===== src/rtl/pcm_flash_pkg.sv =====
// Shared constants for the PCM flash reader: FSM encoding, SPI READ framing
// and the transfer-length helper used by the serial shifter.
package pcm_flash_pkg;

  localparam logic [2:0] S_IDLE = 3'd0;
  localparam logic [2:0] S_CMD  = 3'd1;
  localparam logic [2:0] S_DATA = 3'd2;
  localparam logic [2:0] S_DONE = 3'd3;
  localparam logic [2:0] S_HOLD = 3'd4;

  localparam logic [7:0] FLASH_CMD_READ = 8'h03;

  localparam int CMD_BITS        = 32;
  localparam int DATA_BITS       = 8;
  localparam int MISO_SYNC_DELAY = 2;

  // Receive transfers run a little longer so the last bit can crawl through the MISO synchroniser.
  function automatic logic [6:0] xfer_cycles(input logic [5:0] bits, input logic capture);
    xfer_cycles = {bits, 1'b0} + (capture ? 7'(MISO_SYNC_DELAY) : 7'd0);
  endfunction

endpackage


===== src/rtl/pcm_flash_spi_shifter.sv =====
// Mode-0 SPI bit engine: two clk cycles per bit, MSB-first transmit, MSB-first
// receive with sampling delayed one bit period behind SCK.
module pcm_flash_spi_shifter
  import pcm_flash_pkg::*;
(
  input  logic        clk,
  input  logic        reset,
  input  logic        start,
  input  logic        capture,
  input  logic [31:0] load,
  input  logic [5:0]  len,
  input  logic        miso,
  output logic        sck,
  output logic        mosi,
  output logic        done,
  output logic [7:0]  rx_byte
);

  logic        miso_meta;
  logic        miso_sync;
  logic        busy;
  logic        capture_r;
  logic [5:0]  len_r;
  logic [6:0]  cnt;
  logic [6:0]  total;
  logic [6:0]  next_cnt;
  logic [31:0] tx_sr;
  logic [6:0]  rx_sr;

  assign next_cnt = cnt + 7'd1;
  // The byte is complete on the edge that ends the done cycle, so expose the final shift directly.
  assign rx_byte  = {rx_sr, miso_sync};

  always_ff @(posedge clk) begin
    if (reset) begin
      miso_meta <= 1'b0;
      miso_sync <= 1'b0;
      busy      <= 1'b0;
      capture_r <= 1'b0;
      len_r     <= '0;
      cnt       <= '0;
      total     <= '0;
      tx_sr     <= '0;
      rx_sr     <= '0;
      sck       <= 1'b0;
      mosi      <= 1'b0;
      done      <= 1'b0;
    end else begin
      miso_meta <= miso;
      miso_sync <= miso_meta;
      if (start) begin
        busy      <= 1'b1;
        capture_r <= capture;
        len_r     <= len;
        total     <= xfer_cycles(len, capture);
        cnt       <= '0;
        tx_sr     <= {load[30:0], 1'b0};
        mosi      <= load[31];
        sck       <= 1'b0;
        done      <= 1'b0;
      end else if (busy) begin
        cnt  <= next_cnt;
        busy <= (cnt != total - 7'd1);
        done <= (next_cnt == total - 7'd1);
        sck  <= (next_cnt < {len_r, 1'b0}) && !cnt[0];
        if (cnt[0] && (next_cnt < {len_r, 1'b0})) begin
          mosi  <= tx_sr[31];
          tx_sr <= {tx_sr[30:0], 1'b0};
        end
        // Sample at the end of each high phase, one bit period late.
        if (capture_r && cnt[0] && (cnt > 7'(MISO_SYNC_DELAY)))
          rx_sr <= {rx_sr[5:0], miso_sync};
      end
    end
  end

endmodule


===== src/rtl/pcm_flash_reader.sv =====
// Serves byte reads from a single-bit SPI NOR flash, keeping CS low between
// requests so the next sequential byte only costs eight more SCK pulses.
module pcm_flash_reader
  import pcm_flash_pkg::*;
#(
  parameter logic [23:0] FLASH_OFFSET = 24'h100000,
  parameter int          HOLD_TIMEOUT = 64,
  parameter int          CS_HIGH_MIN  = 2
) (
  input  logic        clk,
  input  logic        reset,
  input  logic [23:0] pcm_mem_addr,
  input  logic        pcm_mem_valid,
  output logic [7:0]  pcm_mem_rdata,
  output logic        pcm_mem_ready,
  output logic        spi_cs_n,
  output logic        spi_sck,
  output logic        spi_mosi,
  input  logic        spi_miso
);

  logic [2:0]  state;
  logic [23:0] addr;
  logic [23:0] next_addr;
  logic [23:0] flash_addr;
  logic [3:0]  cs_high_cnt;
  logic [7:0]  hold_cnt;
  logic        cold_accept;
  logic        seq_hit;
  logic        sh_start;
  logic        sh_capture;
  logic        sh_done;
  logic [31:0] sh_load;
  logic [5:0]  sh_len;
  logic [7:0]  rx_byte;

  assign flash_addr  = pcm_mem_addr + FLASH_OFFSET;
  assign cold_accept = (state == S_IDLE) && pcm_mem_valid && (cs_high_cnt >= 4'(CS_HIGH_MIN));
  assign seq_hit     = (state == S_HOLD) && pcm_mem_valid && (pcm_mem_addr == next_addr);
  assign sh_start    = cold_accept || seq_hit || ((state == S_CMD) && sh_done);
  assign sh_capture  = !cold_accept;
  assign sh_load     = cold_accept ? {FLASH_CMD_READ, flash_addr} : 32'd0;
  assign sh_len      = cold_accept ? 6'(CMD_BITS) : 6'(DATA_BITS);

  pcm_flash_spi_shifter u_shifter (
    .clk     (clk),
    .reset   (reset),
    .start   (sh_start),
    .capture (sh_capture),
    .load    (sh_load),
    .len     (sh_len),
    .miso    (spi_miso),
    .sck     (spi_sck),
    .mosi    (spi_mosi),
    .done    (sh_done),
    .rx_byte (rx_byte)
  );

  always_ff @(posedge clk) begin
    if (reset) begin
      state         <= S_IDLE;
      addr          <= '0;
      next_addr     <= '0;
      cs_high_cnt   <= 4'(CS_HIGH_MIN);
      hold_cnt      <= '0;
      spi_cs_n      <= 1'b1;
      pcm_mem_ready <= 1'b0;
      pcm_mem_rdata <= '0;
    end else begin
      pcm_mem_ready <= 1'b0;
      case (state)
        S_IDLE: begin
          spi_cs_n <= 1'b1;
          if (cs_high_cnt < 4'(CS_HIGH_MIN))
            cs_high_cnt <= cs_high_cnt + 4'd1;
          if (cold_accept) begin
            addr     <= pcm_mem_addr;
            spi_cs_n <= 1'b0;
            state    <= S_CMD;
          end
        end
        S_CMD: begin
          if (sh_done)
            state <= S_DATA;
        end
        S_DATA: begin
          if (sh_done) begin
            pcm_mem_rdata <= rx_byte;
            pcm_mem_ready <= 1'b1;
            state         <= S_DONE;
          end
        end
        S_DONE: begin
          next_addr <= addr + 24'd1;
          hold_cnt  <= '0;
          state     <= S_HOLD;
        end
        S_HOLD: begin
          // A mismatching request leaves valid pending; IDLE picks it up once CS has been high long enough.
          if (seq_hit) begin
            addr  <= pcm_mem_addr;
            state <= S_DATA;
          end else if (pcm_mem_valid || (hold_cnt == 8'(HOLD_TIMEOUT - 1))) begin
            spi_cs_n    <= 1'b1;
            cs_high_cnt <= 4'd1;
            state       <= S_IDLE;
          end else begin
            hold_cnt <= hold_cnt + 8'd1;
          end
        end
        default: state <= S_IDLE;
      endcase
    end
  end

endmodule

===== config.mk =====
export PLATFORM = sky130hd
export DESIGN_NAME = pcm_flash_reader
export DESIGN_NICKNAME = d
export VERILOG_FILES = /design/src/rtl/pcm_flash_pkg.sv /design/src/rtl/pcm_flash_spi_shifter.sv /design/src/rtl/pcm_flash_reader.sv
export SDC_FILE = /design/constraint.sdc
export NUM_CORES = 1
export LEC_CHECK = 0
export ABC_AREA = 0
export CAP_MARGIN = 20
export CORE_MARGIN = 2
export CORE_UTILIZATION = 54
export CTS_CLUSTER_SIZE = 12
export DETAILED_ROUTE_END_ITERATION = 8
export PLACE_DENSITY = 0.89
export REMOVE_ABC_BUFFERS = 1
export SYNTH_ARGS = -nofsm -noshare
export SYNTH_HDL_FRONTEND = slang
export SYNTH_SLANG_ARGS = --single-unit

===== constraint.sdc =====
create_clock -name clk -period 2.5 [get_ports clk]
set_clock_uncertainty 0.15 [all_clocks]
set_input_delay 0.375 -clock clk [delete_from_list [all_inputs] [get_ports clk]]
set_output_delay 0.375 -clock clk [all_outputs]
set_load 0.01 [all_outputs]

=== After elaboration in Yosys (flattened, before gate mapping) ===
Cells that the tools add are included.

* Logic and storage cells: 111
* Memories kept: 0
* Flip-flop bits (word level): 138
* Bits in writable memories: 0
* Bits in read-only memories: 0
* Bits in latches: 0
* Input port bits: 28
* Output and inout port bits: 12

* Magnitude comparators: 4
* Shifts and indexed selects: 0
* Reduce and logical (&&, ||, !) cells: 29
* Mux-type cells: 32
* Div/mod/pow operators: 0
* $mul: 0
* Bitwise logic cells: 2
* Eq/ne operators: 17
* Add/subtract/negate cells: 7

{| class="wikitable"
|+ Operators with widths
! operator !! number
|-
| $mux W32 || 3
|-
| $mux W24 || 2
|-
| $pmux W24 S2 || 1
|-
| $mux W26 || 1
|-
| $add A24 B1 Y24 const B || 1
|-
| $add A24 B21 Y24 const B || 1
|-
| $eq A24 B24 Y1 || 1
|-
| $mux W8 || 2
|-
| $pmux W8 S2 || 1
|-
| $mux W3 || 5
|-
| $pmux W3 S5 || 1
|-
| $mux W4 || 3
|-
| $reduce_and A3 Y1 || 4
|-
| $logic_and A1 B1 Y1 || 9
|-
| $mux W1 || 9
|-
| $add A8 B1 Y8 const B || 1
|-
| $eq A8 B6 Y1 const B || 1
|-
| $ne A2 B1 Y1 const B || 4
|-
| $ne A2 B2 Y1 const B || 4
|-
| $pmux W4 S2 || 1
|-
| $reduce_and A4 Y1 || 2
|-
| $reduce_bool A2 Y1 || 4
|-
| $add A7 B1 Y7 const B || 1
|-
| $add A7 B7 Y7 || 1
|-
| other kinds (21) || 28
|}

=== Longest topological paths before layout ===
* Word-level depth: 7
* Mapped depth: 11
* Mapped depth without buffers: 10

=== Cells and area by module ===
A second synthesis with hierarchy kept.

* Cell total of the unflattened synthesis: 825
* Area total of the unflattened synthesis: 7141.8 µm²

{| class="wikitable"
|+ By module, submodules not included
! module !! instances !! seq. area each (µm²) !! area an instance (µm²) !! cells an instance
|-
| pcm_flash_reader || 1 || 1461.4 || 3823.7 || 449
|-
| pcm_flash_spi_shifter || 1 || 1281.2 || 3318.2 || 376
|}

=== Least setup slack after synthesis ===
Ideal clock, no wire load.

* Kind: register -> register
* Start point: register u_shifter.cnt[1]
* End point: register u_shifter.tx_sr[12]
* Setup time: 0.152 ns
* Stages on the path, launching flop included: 12
* Arrival time: 2.174 ns
* Data required time: 2.198 ns
* Path buffers: 1
* Period minus slack after synthesis: 2.476 ns
* Path slack: 0.024 ns
* Cells stage by stage: dfxtp_1 -> ha_1 -> nand3_1 -> nor2_1 -> xor2_1 -> ha_1 -> inv_1 -> a41oi_2 -> or2_2 -> buf_4 -> o2111ai_1 -> a221oi_2

* Word-level cells in the longest chain between the ends: 5

{| class="wikitable"
|+ RTL lines
! element !! line !! source
|-
| start, declared || pcm_flash_spi_shifter.sv:24 || <nowiki>logic [6:0] cnt;</nowiki>
|-
| start signal, assigned || pcm_flash_spi_shifter.sv:62 || <nowiki>cnt <= next_cnt;</nowiki>
|-
| $add A7 B1 Y7 || pcm_flash_spi_shifter.sv:30 || <nowiki>assign next_cnt = cnt + 7'd1;</nowiki>
|-
| net u_shifter.next_cnt[6] || pcm_flash_spi_shifter.sv:26 || <nowiki>logic [6:0] next_cnt;</nowiki>
|-
| $lt A7 B7 Y1 || pcm_flash_spi_shifter.sv:66 || <nowiki>if (cnt[0] && (next_cnt < {len_r, 1'b0})) begin</nowiki>
|-
| $logic_and A1 B1 Y1 || pcm_flash_spi_shifter.sv:66 ||
|-
| $reduce_bool A2 Y1 (no source line) || n/a ||
|-
| $reduce_and A2 Y1 (no source line) || n/a ||
|-
| end signal, assigned || pcm_flash_spi_shifter.sv:57 || <nowiki>tx_sr <= {load[30:0], 1'b0};</nowiki>
|-
| end signal, assigned || pcm_flash_spi_shifter.sv:68 || <nowiki>tx_sr <= {tx_sr[30:0], 1'b0};</nowiki>
|-
| end, declared || pcm_flash_spi_shifter.sv:27 || <nowiki>logic [31:0] tx_sr;</nowiki>
|}

The timed path passes the listed nets, and every way through them passes these cells.
A chain may end at the register's enable or synchronous reset.

=== Final worst setup path ===
* Start point: register u_shifter.cnt[1]
* End point: register u_shifter.tx_sr[11]

Same word-level chain as after synthesis.

==> impl_metrics.ini <==
[final_layout]
nFillCells = 748
drive_above_1_share_pct = 18.21
final_util_pct = 69.24
final_cell_mix = dfxtp_1 (122), nor2_1 (69), nand2_1 (62)
ff_latch_area_um2 = 2527
area_growth_pct = 26.59
multi_input_area_um2 = 3497
layout_commonest_cell = dfxtp_1
diodes = 0
fin_cells = 923
nets = 803

[clocking]
clock-root-buffer = clkbuf_16
htree_num_levels = 4
path_clk_slew_ns = 0.06
clock_latency_ns = 0.43
cts_buffer_depth = 2
hold_buffers = 0
cts_made_buffers = 17
cts.sinks = 126
cts_tree = done

[route]
drtPass1Iterations = 6
final_antenna_net_count = 0
vias_per_cell = 6.622
initialDrtViolationCount = 768
wirelength_um = 18790
drcViolationCount = 0
num_vias = 6112
wl_per_cell_um = 20.35

[synthesis]
ys_warn_count = 0
syn-cell-area_um2 = 6192
ys_seq_elements = 126
synth.avg_cell_area_um2 = 8.771
synth_async_sr_flop_share_pct = 0
yosysSeqAreaShare_pct = 40.74
netlist-cell-type-count = 50
synth_edf_count = 0
syn_inst = 706
synth_ff_type = dfxtp_1

[outcome]
status = finished with violations
violations = setup timing

[sta]
fin_crit_sh_pct = 102.6
final-setup-viol-count = 24
worstMarginPinSlew_ns = 0.7258
hold_viol_final = 0
maxSlewHeadroom_pct = 50.36
setup_ws_ns = -0.06607
period_needed_ns = 2.566
fmax_mhz = 389.7
rsz0062_at_grt = yes
report.final.slew_viol_count = 0

[setup_path]
arrival_ns = 2.74
required_ns = 2.68
crit_type = flip-flop to flip-flop
crit_slowest_cell = dfxtp_2
crit_fanout = 8
end_kind = flip-flop
path_cells = ha_4 -> nand3_4 -> nor2_4 -> xor2_1 -> ha_1 -> inv_1 -> a41oi_2 -> or2_4 -> buf_4 -> buf_12 -> o2111ai_4 -> a221oi_2
critical_path.max_stage_delay_ns = 0.35
start_kind = flip-flop

[global_route]
grt_use_total_pct = 27.10
grt_pass1_wl_um = 27210
antenna_found_initial = 0
grt_max_degree = 71
grt_pass1_vias = 5566
grt_overflow = 0

[flow_run]
maxCapViolations = 0

[placed_design]
dp_hpwl_um = 10110
dp.cells = 882
io_buffers = 39
place_congestion = 0.8245

[power]
ir_worst_vdd_uv = 541.5
power.density_nw_per_um2 = 731.0
p_leak_nw = 2.807

[floorplanning]
start_util_pct = 54.70
num_io_pins = 40
die_w_um = 111.1
core_um2 = 11320
die_height_um = 111.1
fp.dieArea_um2 = 12340
fp-row-count = 39

[min_path]
hold_path.class = flip-flop to flip-flop
==> per-layer routing <==
metal,up-vias,track usage (%),routed length [um]
met3,116,8.147,1843
met4,0,11.03,1018
li1,2671,-,-
met1,2907,33.00,7021
met2,418,44.95,8902
met5,-,0,0
==> cells in the mapped netlist (3+ instances only) <==
cell type,n,area (um2)
dfxtp_1,126,2522
or3_1,7,43.79
buf_1,4,15.01
a221oi_2,19,285.3
nand2_1,62,232.7
a21oi_1,41,205.2
buf_6,6,67.56
xor2_1,32,280.3
a221oi_1,5,43.79
and3_1,14,87.58
nor3_1,19,95.09
nand4_1,14,87.58
a311oi_1,3,26.28
ha_1,8,100.1
inv_1,8,30.03
xnor2_1,34,297.8
nand3_1,43,215.2
o2111ai_1,23,201.4
buf_2,9,45.04
and2_1,3,18.77
nand2b_1,12,75.07
mux2i_1,21,210.2
or2_2,4,25.02
o21ai_0,29,145.1
a211oi_1,23,172.7
clkbuf_1,36,135.1
nor2_1,71,266.5
==> through the flow <==
step | setup slack (ns) | power, mW | hold slack (ns) | setup TNS [ns] | area [um2]
after floorplan | -2.199 | 2.710 | 0.2638 | -116.43 | 5912
after global placement | -0.09690 | 2.998 | 0.2701 | -1.584 | 6962
after detailed placement | -0.1968 | 3.044 | 0.2846 | -4.051 | 6962
after CTS | 0.003665 | 5.635 | 0.3048 | 0 | 7602
after global routing | -0.1273 | 5.881 | 0.3209 | -2.140 | 7839
final | -0.06607 | 5.730 | 0.2990 | -0.7703 | 7839
==> state kept, by name (all words and copies together) (netlist names) <==
signal,flops
next_addr,24
u_shifter.tx_sr,31
state,3
pcm_mem_rdata,8
u_shifter.miso_meta,1
spi_cs_n,1
cs_high_cnt,4
addr,24
u_shifter.rx_sr,7
u_shifter.sck,1
u_shifter.mosi,1
u_shifter.busy,1
u_shifter.cnt,7
u_shifter.miso_sync,1
u_shifter.len_r,2
u_shifter.done,1
pcm_mem_ready,1
hold_cnt,8
==> logic make-up (layout without fill, tap and decap cells) <==
kind of cell               count (synthesis)  after routing  synth area share [%]
AOI/OAI and AO/OA                        156            156                 19.40
xor gates and xnor gates                  66             66                 9.335
adders and majority gates                  8              8                 1.617
buffers and inverters                     66            140                 5.011
DFF                                      126            126                 40.74
muxes                                     21             21                 3.395
and+or+nand+nor                          263            263                 20.51
==> layout make-up <==
| type | count | share of cell area (%) |
|---|---|---|
| Multi-Input combinational cell | 514 | 44.61 |
| Sequential cell | 126 | 32.24 |
| Timing Repair Buffer | 100 | 12.50 |
| Clock buffer | 20 | 5.954 |
| Tap cell | 143 | 2.283 |
| Clock inverter | 12 | 2.027 |
| Inverter | 8 | 0.3831 |
==> critical path, delay by kind of cell, from the launching register on <==
family                     cells  cell delay (ns)
adders and majority gates      2             0.46
DFF                            1             0.35
and+or+nand+nor                3             0.42
AOI/OAI and AO/OA              3             0.71
xor gates and xnor gates       1             0.08
buffers and inverters          3             0.30
==> where the power goes <==
part	leakage (nW)	total [mW]	internal [mW]	switching [mW]
Clock	0.291	2.61	1.65	0.963
Sequential	1.03	2.24	2.13	0.106
Combinational	1.49	0.876	0.380	0.496
Total	2.81	5.73	4.16	1.57
==> final timing paths <==
check / slack, ns / depth (start not counted) / endpoint / start
max: -0.07 / 12 / u_shifter.tx_sr[11] / u_shifter.cnt[1]
min: 0.30 / 1 / u_shifter.miso_sync / u_shifter.miso_meta
max reg2reg: -0.07 / 12 / u_shifter.tx_sr[11] / u_shifter.cnt[1]
min reg2reg: 0.30 / 1 / u_shifter.miso_sync / u_shifter.miso_meta
==> repair_timing <==
item | CTS | global route
pin swaps | 4 | 21
gates cloned | 0 | 2
setup buffers | 0 | 7
gates resized for setup | 3 | 24
endpoints found under the setup margin | 9 | 31
(Power assumes the default switching activity.)
